==> src/rtl/axis_arb_pkg.sv <==
// Shared types and constants for the AXI-Stream packet arbiter.
//   arb_state_e      : arbiter FSM states (IDLE waits for a request, XFER
//                      passes one packet through)
//   PKT_CNT_W        : width of the completed-packet counter
//   beat_cnt_width() : width needed to hold a beat count up to max_beats
package axis_arb_pkg;

  typedef enum logic [0:0] {
    IDLE = 1'b0,
    XFER = 1'b1
  } arb_state_e;

  localparam int PKT_CNT_W = 16;

  function automatic int beat_cnt_width(input int max_beats);
    return $clog2(max_beats + 1);
  endfunction

endpackage

==> src/rtl/rr_arbiter.sv <==
// Combinational rotating-priority picker.
//   req        : request vector, one bit per requester
//   last_grant : index of the previously served requester
//   gnt_valid  : at least one request is pending
//   gnt_id     : first requester found scanning upward from last_grant+1,
//                wrapping modulo NUM_SRC
module rr_arbiter #(
  parameter int NUM_SRC = 4,
  parameter int ID_W    = $clog2(NUM_SRC)
) (
  input  logic [NUM_SRC-1:0] req,
  input  logic [ID_W-1:0]    last_grant,
  output logic               gnt_valid,
  output logic [ID_W-1:0]    gnt_id
);

  logic [ID_W-1:0] idx;

  // The scan starts one past last_grant, so the previous winner is checked
  // last and gets the lowest priority.
  always_comb begin
    gnt_valid = 1'b0;
    gnt_id    = '0;
    idx       = '0;
    for (int off = 1; off <= NUM_SRC; off++) begin
      idx = ID_W'((int'(last_grant) + off) % NUM_SRC);
      if (!gnt_valid && req[idx]) begin
        gnt_valid = 1'b1;
        gnt_id    = idx;
      end
    end
  end

endmodule

==> src/rtl/axis_packet_arbiter.sv <==
// Packet-granular round-robin arbiter: NUM_SRC AXI-Stream slaves share one
// AXI-Stream master. A granted source keeps the grant until its TLAST beat is
// accepted; a packet reaching MAX_PKT_BEATS is cut with a forced TLAST.
//   ACLK, ARESETn          : clock, asynchronous active-low reset
//   S_AXIS_T*              : per-source slave streams (data packed by source)
//   M_AXIS_T*              : shared master stream, combinational pass-through
//   src_enable             : per-source eligibility for new grants
//   grant_id               : current / most recent granted source
//   busy                   : a packet is in flight
//   pkt_count              : completed packets, wrapping
//   overflow               : sticky, a forced TLAST has occurred
module axis_packet_arbiter
  import axis_arb_pkg::*;
#(
  parameter int DATA_WIDTH    = 32,
  parameter int NUM_SRC       = 4,
  parameter int MAX_PKT_BEATS = 1024,
  parameter int ID_W          = $clog2(NUM_SRC)
) (
  input  logic                          ACLK,
  input  logic                          ARESETn,
  input  logic [NUM_SRC*DATA_WIDTH-1:0] S_AXIS_TDATA,
  input  logic [NUM_SRC-1:0]            S_AXIS_TVALID,
  input  logic [NUM_SRC-1:0]            S_AXIS_TLAST,
  output logic [NUM_SRC-1:0]            S_AXIS_TREADY,
  output logic [DATA_WIDTH-1:0]         M_AXIS_TDATA,
  output logic                          M_AXIS_TVALID,
  output logic [DATA_WIDTH/8-1:0]       M_AXIS_TSTRB,
  output logic                          M_AXIS_TLAST,
  input  logic                          M_AXIS_TREADY,
  input  logic [NUM_SRC-1:0]            src_enable,
  output logic [ID_W-1:0]               grant_id,
  output logic                          busy,
  output logic [PKT_CNT_W-1:0]          pkt_count,
  output logic                          overflow
);

  localparam int BCW = beat_cnt_width(MAX_PKT_BEATS);

  arb_state_e           state_q, state_d;
  logic [ID_W-1:0]      grant_id_q, grant_id_d;
  logic [ID_W-1:0]      last_grant_q, last_grant_d;
  logic [BCW-1:0]       beat_cnt_q, beat_cnt_d;
  logic [PKT_CNT_W-1:0] pkt_count_q, pkt_count_d;
  logic                 overflow_q, overflow_d;

  logic [NUM_SRC-1:0]   req;
  logic                 gnt_valid;
  logic [ID_W-1:0]      gnt_id;
  logic                 in_xfer;
  logic                 src_last;
  logic                 max_hit;
  logic                 beat_acc;
  logic                 pkt_end;

  // src_enable only matters here, i.e. for choosing the next packet owner.
  assign req = S_AXIS_TVALID & src_enable;

  rr_arbiter #(
    .NUM_SRC (NUM_SRC),
    .ID_W    (ID_W)
  ) u_rr_arbiter (
    .req        (req),
    .last_grant (last_grant_q),
    .gnt_valid  (gnt_valid),
    .gnt_id     (gnt_id)
  );

  // Datapath: zero-latency mux from the granted source to the master port.
  always_comb begin
    in_xfer       = (state_q == XFER);
    src_last      = S_AXIS_TLAST[grant_id_q];
    max_hit       = (beat_cnt_q == BCW'(MAX_PKT_BEATS - 1));
    M_AXIS_TDATA  = S_AXIS_TDATA[grant_id_q*DATA_WIDTH +: DATA_WIDTH];
    M_AXIS_TVALID = in_xfer & S_AXIS_TVALID[grant_id_q];
    M_AXIS_TLAST  = in_xfer & (src_last | max_hit);
    S_AXIS_TREADY = '0;
    if (in_xfer) begin
      S_AXIS_TREADY[grant_id_q] = M_AXIS_TREADY;
    end
    beat_acc = M_AXIS_TVALID & M_AXIS_TREADY;
    pkt_end  = beat_acc & M_AXIS_TLAST;
  end

  // Next-state logic.
  always_comb begin
    state_d      = state_q;
    grant_id_d   = grant_id_q;
    last_grant_d = last_grant_q;
    beat_cnt_d   = beat_cnt_q;
    pkt_count_d  = pkt_count_q;
    overflow_d   = overflow_q;
    case (state_q)
      IDLE: begin
        if (gnt_valid) begin
          state_d    = XFER;
          grant_id_d = gnt_id;
          beat_cnt_d = '0;
        end
      end
      XFER: begin
        if (pkt_end) begin
          state_d      = IDLE;
          last_grant_d = grant_id_q;
          beat_cnt_d   = '0;
          pkt_count_d  = pkt_count_q + 1'b1;
          // A cut made only by the length guard leaves the rest of the source
          // packet to be arbitrated again as a new packet.
          if (max_hit && !src_last) begin
            overflow_d = 1'b1;
          end
        end else if (beat_acc) begin
          beat_cnt_d = beat_cnt_q + 1'b1;
        end
      end
      default: state_d = IDLE;
    endcase
  end

  always_ff @(posedge ACLK or negedge ARESETn) begin
    if (!ARESETn) begin
      state_q      <= IDLE;
      grant_id_q   <= '0;
      last_grant_q <= ID_W'(NUM_SRC - 1);
      beat_cnt_q   <= '0;
      pkt_count_q  <= '0;
      overflow_q   <= 1'b0;
    end else begin
      state_q      <= state_d;
      grant_id_q   <= grant_id_d;
      last_grant_q <= last_grant_d;
      beat_cnt_q   <= beat_cnt_d;
      pkt_count_q  <= pkt_count_d;
      overflow_q   <= overflow_d;
    end
  end

  assign M_AXIS_TSTRB = '1;
  assign grant_id     = grant_id_q;
  assign busy         = in_xfer;
  assign pkt_count    = pkt_count_q;
  assign overflow     = overflow_q;

endmodule

==> config.mk <==
export PLATFORM = sky130hd
export DESIGN_NAME = axis_packet_arbiter
export DESIGN_NICKNAME = d
export VERILOG_FILES = /design/src/rtl/axis_arb_pkg.sv /design/src/rtl/rr_arbiter.sv /design/src/rtl/axis_packet_arbiter.sv
export SDC_FILE = /design/constraint.sdc
export NUM_CORES = 1
export LEC_CHECK = 0
export CAP_MARGIN = 20
export CORE_ASPECT_RATIO = 2
export CORE_MARGIN = 1
export CORE_UTILIZATION = 25
export DETAILED_ROUTE_END_ITERATION = 12
export GPL_TIMING_DRIVEN = 0
export PLACE_DENSITY_LB_ADDON = 0.12
export SETUP_SLACK_MARGIN = 0.2
export SLEW_MARGIN = 5
export SYNTH_ARGS = -nofsm -noshare
export SYNTH_HDL_FRONTEND = slang
export SYNTH_SLANG_ARGS = --single-unit
==> constraint.sdc <==
create_clock -name ACLK -period 3.37 [get_ports ACLK]
set_input_delay 0.337 -clock ACLK [delete_from_list [all_inputs] [get_ports ACLK]]
set_output_delay 0.337 -clock ACLK [all_outputs]
set_load 0.01 [all_outputs]
==> qor.csv <==
metric,value,unit
status,"complete, no violations",
Pleak,1.98,nW
data required time at the worst endpoint,3.03,ns
Vias per Instance,5.05,
H-tree Lvls,2,
Final nets,586,
distinct cell type count after synthesis,47,
worst supply voltage drop on vdd,0.000342,V
count of buffers added by post-CTS timing repair for setup,0,
worst rel slew slack,48.5,%
DPL Wire Length,9.28,mm
Tcrit/Tclk final,87.7,%
power density over the cells,646,nW/µm²
total power,3.25,mW
Hold Path Class,in -> async,
max-cap viol count,0,
net switching share of the total power,37.3,%
"Warnings, synthesis",0,
fill cell total of the finished layout,1012,
prevailing post-synth register cell,sky130_fd_sc_hd__dfrtp_1,
number of cells produced by synthesis,231,
cell-by-cell listing of the critical path,"buf_2, buf_2, mux4_2, clkdlybuf4s50_1",
post-synth design cell area,2670,µm²
clock network power share,17.2,%
root buffer cell,sky130_fd_sc_hd__clkbuf_16,
Pre-Repair DR Iteration Count,6,
clock tree skew after final layout,0.00907,ns
standard cell with the maximum stage delay on the critical path,sky130_fd_sc_hd__clkdlybuf4s50_1,
clock net sink count,33,
Synth Register Bits,33,
ratio of cells with drive above 1 in the final layout,14.0,%
wire length of the first global-routing pass,16.4,mm
number of cells after detailed placement,571,
area grow syn2layout,88.5,%
initial cell density of the core,25.6,%
area enclosed by the die boundary,11100,µm²
final routed wire length divided by cell count,19.5,µm
Placeable Area,10400,µm²
Longest Clk Path Bufs,2,
number of CTS-inserted buffers,5,
number of hold buffers added after cts,0,
number of DRC violations after detailed-routing iteration 0,83,
kind of launch point of the worst setup path,register,
setup violators final,0,
final routed wirelength across all metal layers,11.3,mm
multi-input combinational cell area,1750,µm²
dominant cell type by count on the critical path,sky130_fd_sc_hd__buf_2,
library cell occupying the most area in the post-synthesis netlist,sky130_fd_sc_hd__dfrtp_1,
sequential cell fraction of total power,18.9,%
largest fanout of any net on the critical path,10,
Final Instance Count excl. Fillers,579,
logic gate share of total power,63.9,%
"Slew Viols, Final",0,
antenna violations before repair,1,
time the final worst path needs with I/O delays and setup,2.96,ns
FF+latch area,828,µm²
TritonCTS clock tree,done,
"CTS clk-pin slew, worst paths",0.06,ns
fraction of registers with async set/reset,100,%
Post-synth EDFFs,0,
Port-buffer cells,200,
DRC violations left,0,
share of the synthesized area in the top cell type,29.1,%
via count of the first global-routing pass,3007,
Horiz. Die Dim,75.0,µm
switching component of the power,1.21,mW
quantity of gates resized following cts,0,
final hold violation count,0,
setup repair after global routing missed its margin,false,
Top Ports,205,
Internal Pwr Total,2.03,mW
leading cell types by total area after synthesis,"sky130_fd_sc_hd__dfrtp_1 (29%), sky130_fd_sc_hd__mux4_2 (29%), sky130_fd_sc_hd__xor2_1 (4.9%)",
Routed Antenna Nets,0,
Util after Layout,48.3,%
largest net degree at the start of global routing,34,
Worst Max-Slew Pin Slew,0.773,ns
proportion of synthesized chip area in sequential cells,31.1,%
mean cell area of the mapped netlist,11.5,µm²
Critical Path AT,2.62,ns
startpoint-to-endpoint class of the critical path,reg -> out,
Die Ht,148,µm
critical path's largest stage delay,0.56,ns
total track usage,20.4,%
clock latency on the worst-skew pair,0.29,ns
global route overflow,0,
vias after detailed routing,2924,
placer's final routability congestion estimate,0.907,
Antenna Diode Count,0,
setup TNS after final layout,0,ns
kind of end point of the critical path,output pin,
number of placement rows,53,
maximum clock rate,0.338,GHz
## cell type report
type / instances / share of cell area (%)
Timing Repair Buffer: 200 / 39.8
Multi-Input combinational cell: 180 / 34.8
Sequential cell: 33 / 16.5
Tap cell: 137 / 3.41
Clock buffer: 6 / 2.76
Buffer: 17 / 1.74
Clock inverter: 2 / 0.747
Inverter: 4 / 0.299
## layer usage
| metal | GRT usage, % | up-vias | part of all wire [%] |
|---|---|---|---|
| li1 | - | 1336 | - |
| met1 | 19.0 | 1369 | 31 |
| met2 | 36.4 | 190 | 50 |
| met3 | 8.18 | 29 | 14 |
| met4 | 10.5 | 0 | 4.3 |
| met5 | 0 | - | 0 |
## cells in the mapped netlist, drive strengths merged, types with 2 or more instances
library cell,count
mux4,34
dfrtp,31
nand3,18
nand2,16
xor2,15
buf,11
o21ai,9
and2,8
nor3,8
nand4,7
nor2,7
clkbuf,6
nor3b,5
a21oi,4
and3,4
and4,4
nor4b,4
a31oi,3
inv,3
mux2,3
a22oi,2
dfstp,2
ha,2
nand3b,2
nor4,2
o21bai,2
o31ai,2
or3b,2
## registers in the layout, indices dropped and copies added, names as in the netlist
register	count
last_grant_q	2
busy	1
overflow	1
beat_cnt_q	11
grant_id	2
pkt_count	16
## critical path: cells and delay by family (launching register included)
family / cells / cell delay [ns]
multiplexers: 1 / 0.54
flip-flops: 1 / 0.47
buffers and inverters: 3 / 1.31
## layout by cell type (no fill, tap or decap), types with 3 or more instances in the layout
master,n
sky130_fd_sc_hd__conb_1,4
sky130_fd_sc_hd__clkbuf_16,5
sky130_fd_sc_hd__nand3_1,18
sky130_fd_sc_hd__nor3b_1,4
sky130_fd_sc_hd__a31oi_1,3
sky130_fd_sc_hd__mux4_2,34
sky130_fd_sc_hd__a21oi_1,4
sky130_fd_sc_hd__clkdlybuf4s50_1,199
sky130_fd_sc_hd__o21ai_1,7
sky130_fd_sc_hd__dfrtp_1,31
sky130_fd_sc_hd__nor3_1,8
sky130_fd_sc_hd__and4_1,4
sky130_fd_sc_hd__inv_1,3
sky130_fd_sc_hd__and2_1,8
sky130_fd_sc_hd__mux2_1,3
sky130_fd_sc_hd__buf_4,4
sky130_fd_sc_hd__nor2_1,7
sky130_fd_sc_hd__xor2_1,15
sky130_fd_sc_hd__nand4_1,7
sky130_fd_sc_hd__clkbuf_1,4
sky130_fd_sc_hd__nand2_1,16
sky130_fd_sc_hd__and3_1,4
sky130_fd_sc_hd__buf_2,6
sky130_fd_sc_hd__nor4b_2,4
## per-stage QoR
stage	setup slack (ns)	instance area, µm²	hold WS, ns
2_1_floorplan	1.39	2680	0.0414
3_3_place_gp	0.574	4850	0.467
3_5_place_dp	0.546	4840	0.456
4_1_cts	0.302	5020	0.158
5_1_grt	0.269	5020	0.197
6_report	0.415	5020	0.121
## logic make-up after synthesis
kind of cell	Yosys count	synth area share, %
DFF	33	31.1
AOI/OAI and AO/OA	35	9.48
xor gates and xnor gates	15	4.93
buffers and inverters	21	3.76
and+or+nand+nor	87	19.7
adders and majority gates	2	0.939
other	1	0.141
muxes	37	30.0
## power groups by stage
stage	Combinational [mW]	Clock (mW)	Sequential, mW
after CTS	2.09	0.564	0.615
final	2.07	0.558	0.613
after global placement	2.08	0	0.618
after detailed placement	2.09	0	0.620
after floorplan	1.10	0	0.603
after global routing	2.23	0.578	0.634
## path summary, 6_finish.rpt
kind                            depth (start not counted)               end          start  slack, ns
worst max-delay path                                    4  M_AXIS_TDATA[15]    grant_id[0]       0.41
worst min-delay path                                    1     beat_cnt_q[2]        ARESETn       0.12
worst max register to register                          5     pkt_count[10]    grant_id[0]       1.23
worst min register to register                          1     pkt_count[15]  pkt_count[15]       0.47
max in group asynchronous                               1     pkt_count[12]        ARESETn       2.75
min in group ACLK                                       1     pkt_count[15]  pkt_count[15]       0.47
Power figures use the tool's default switching activity.
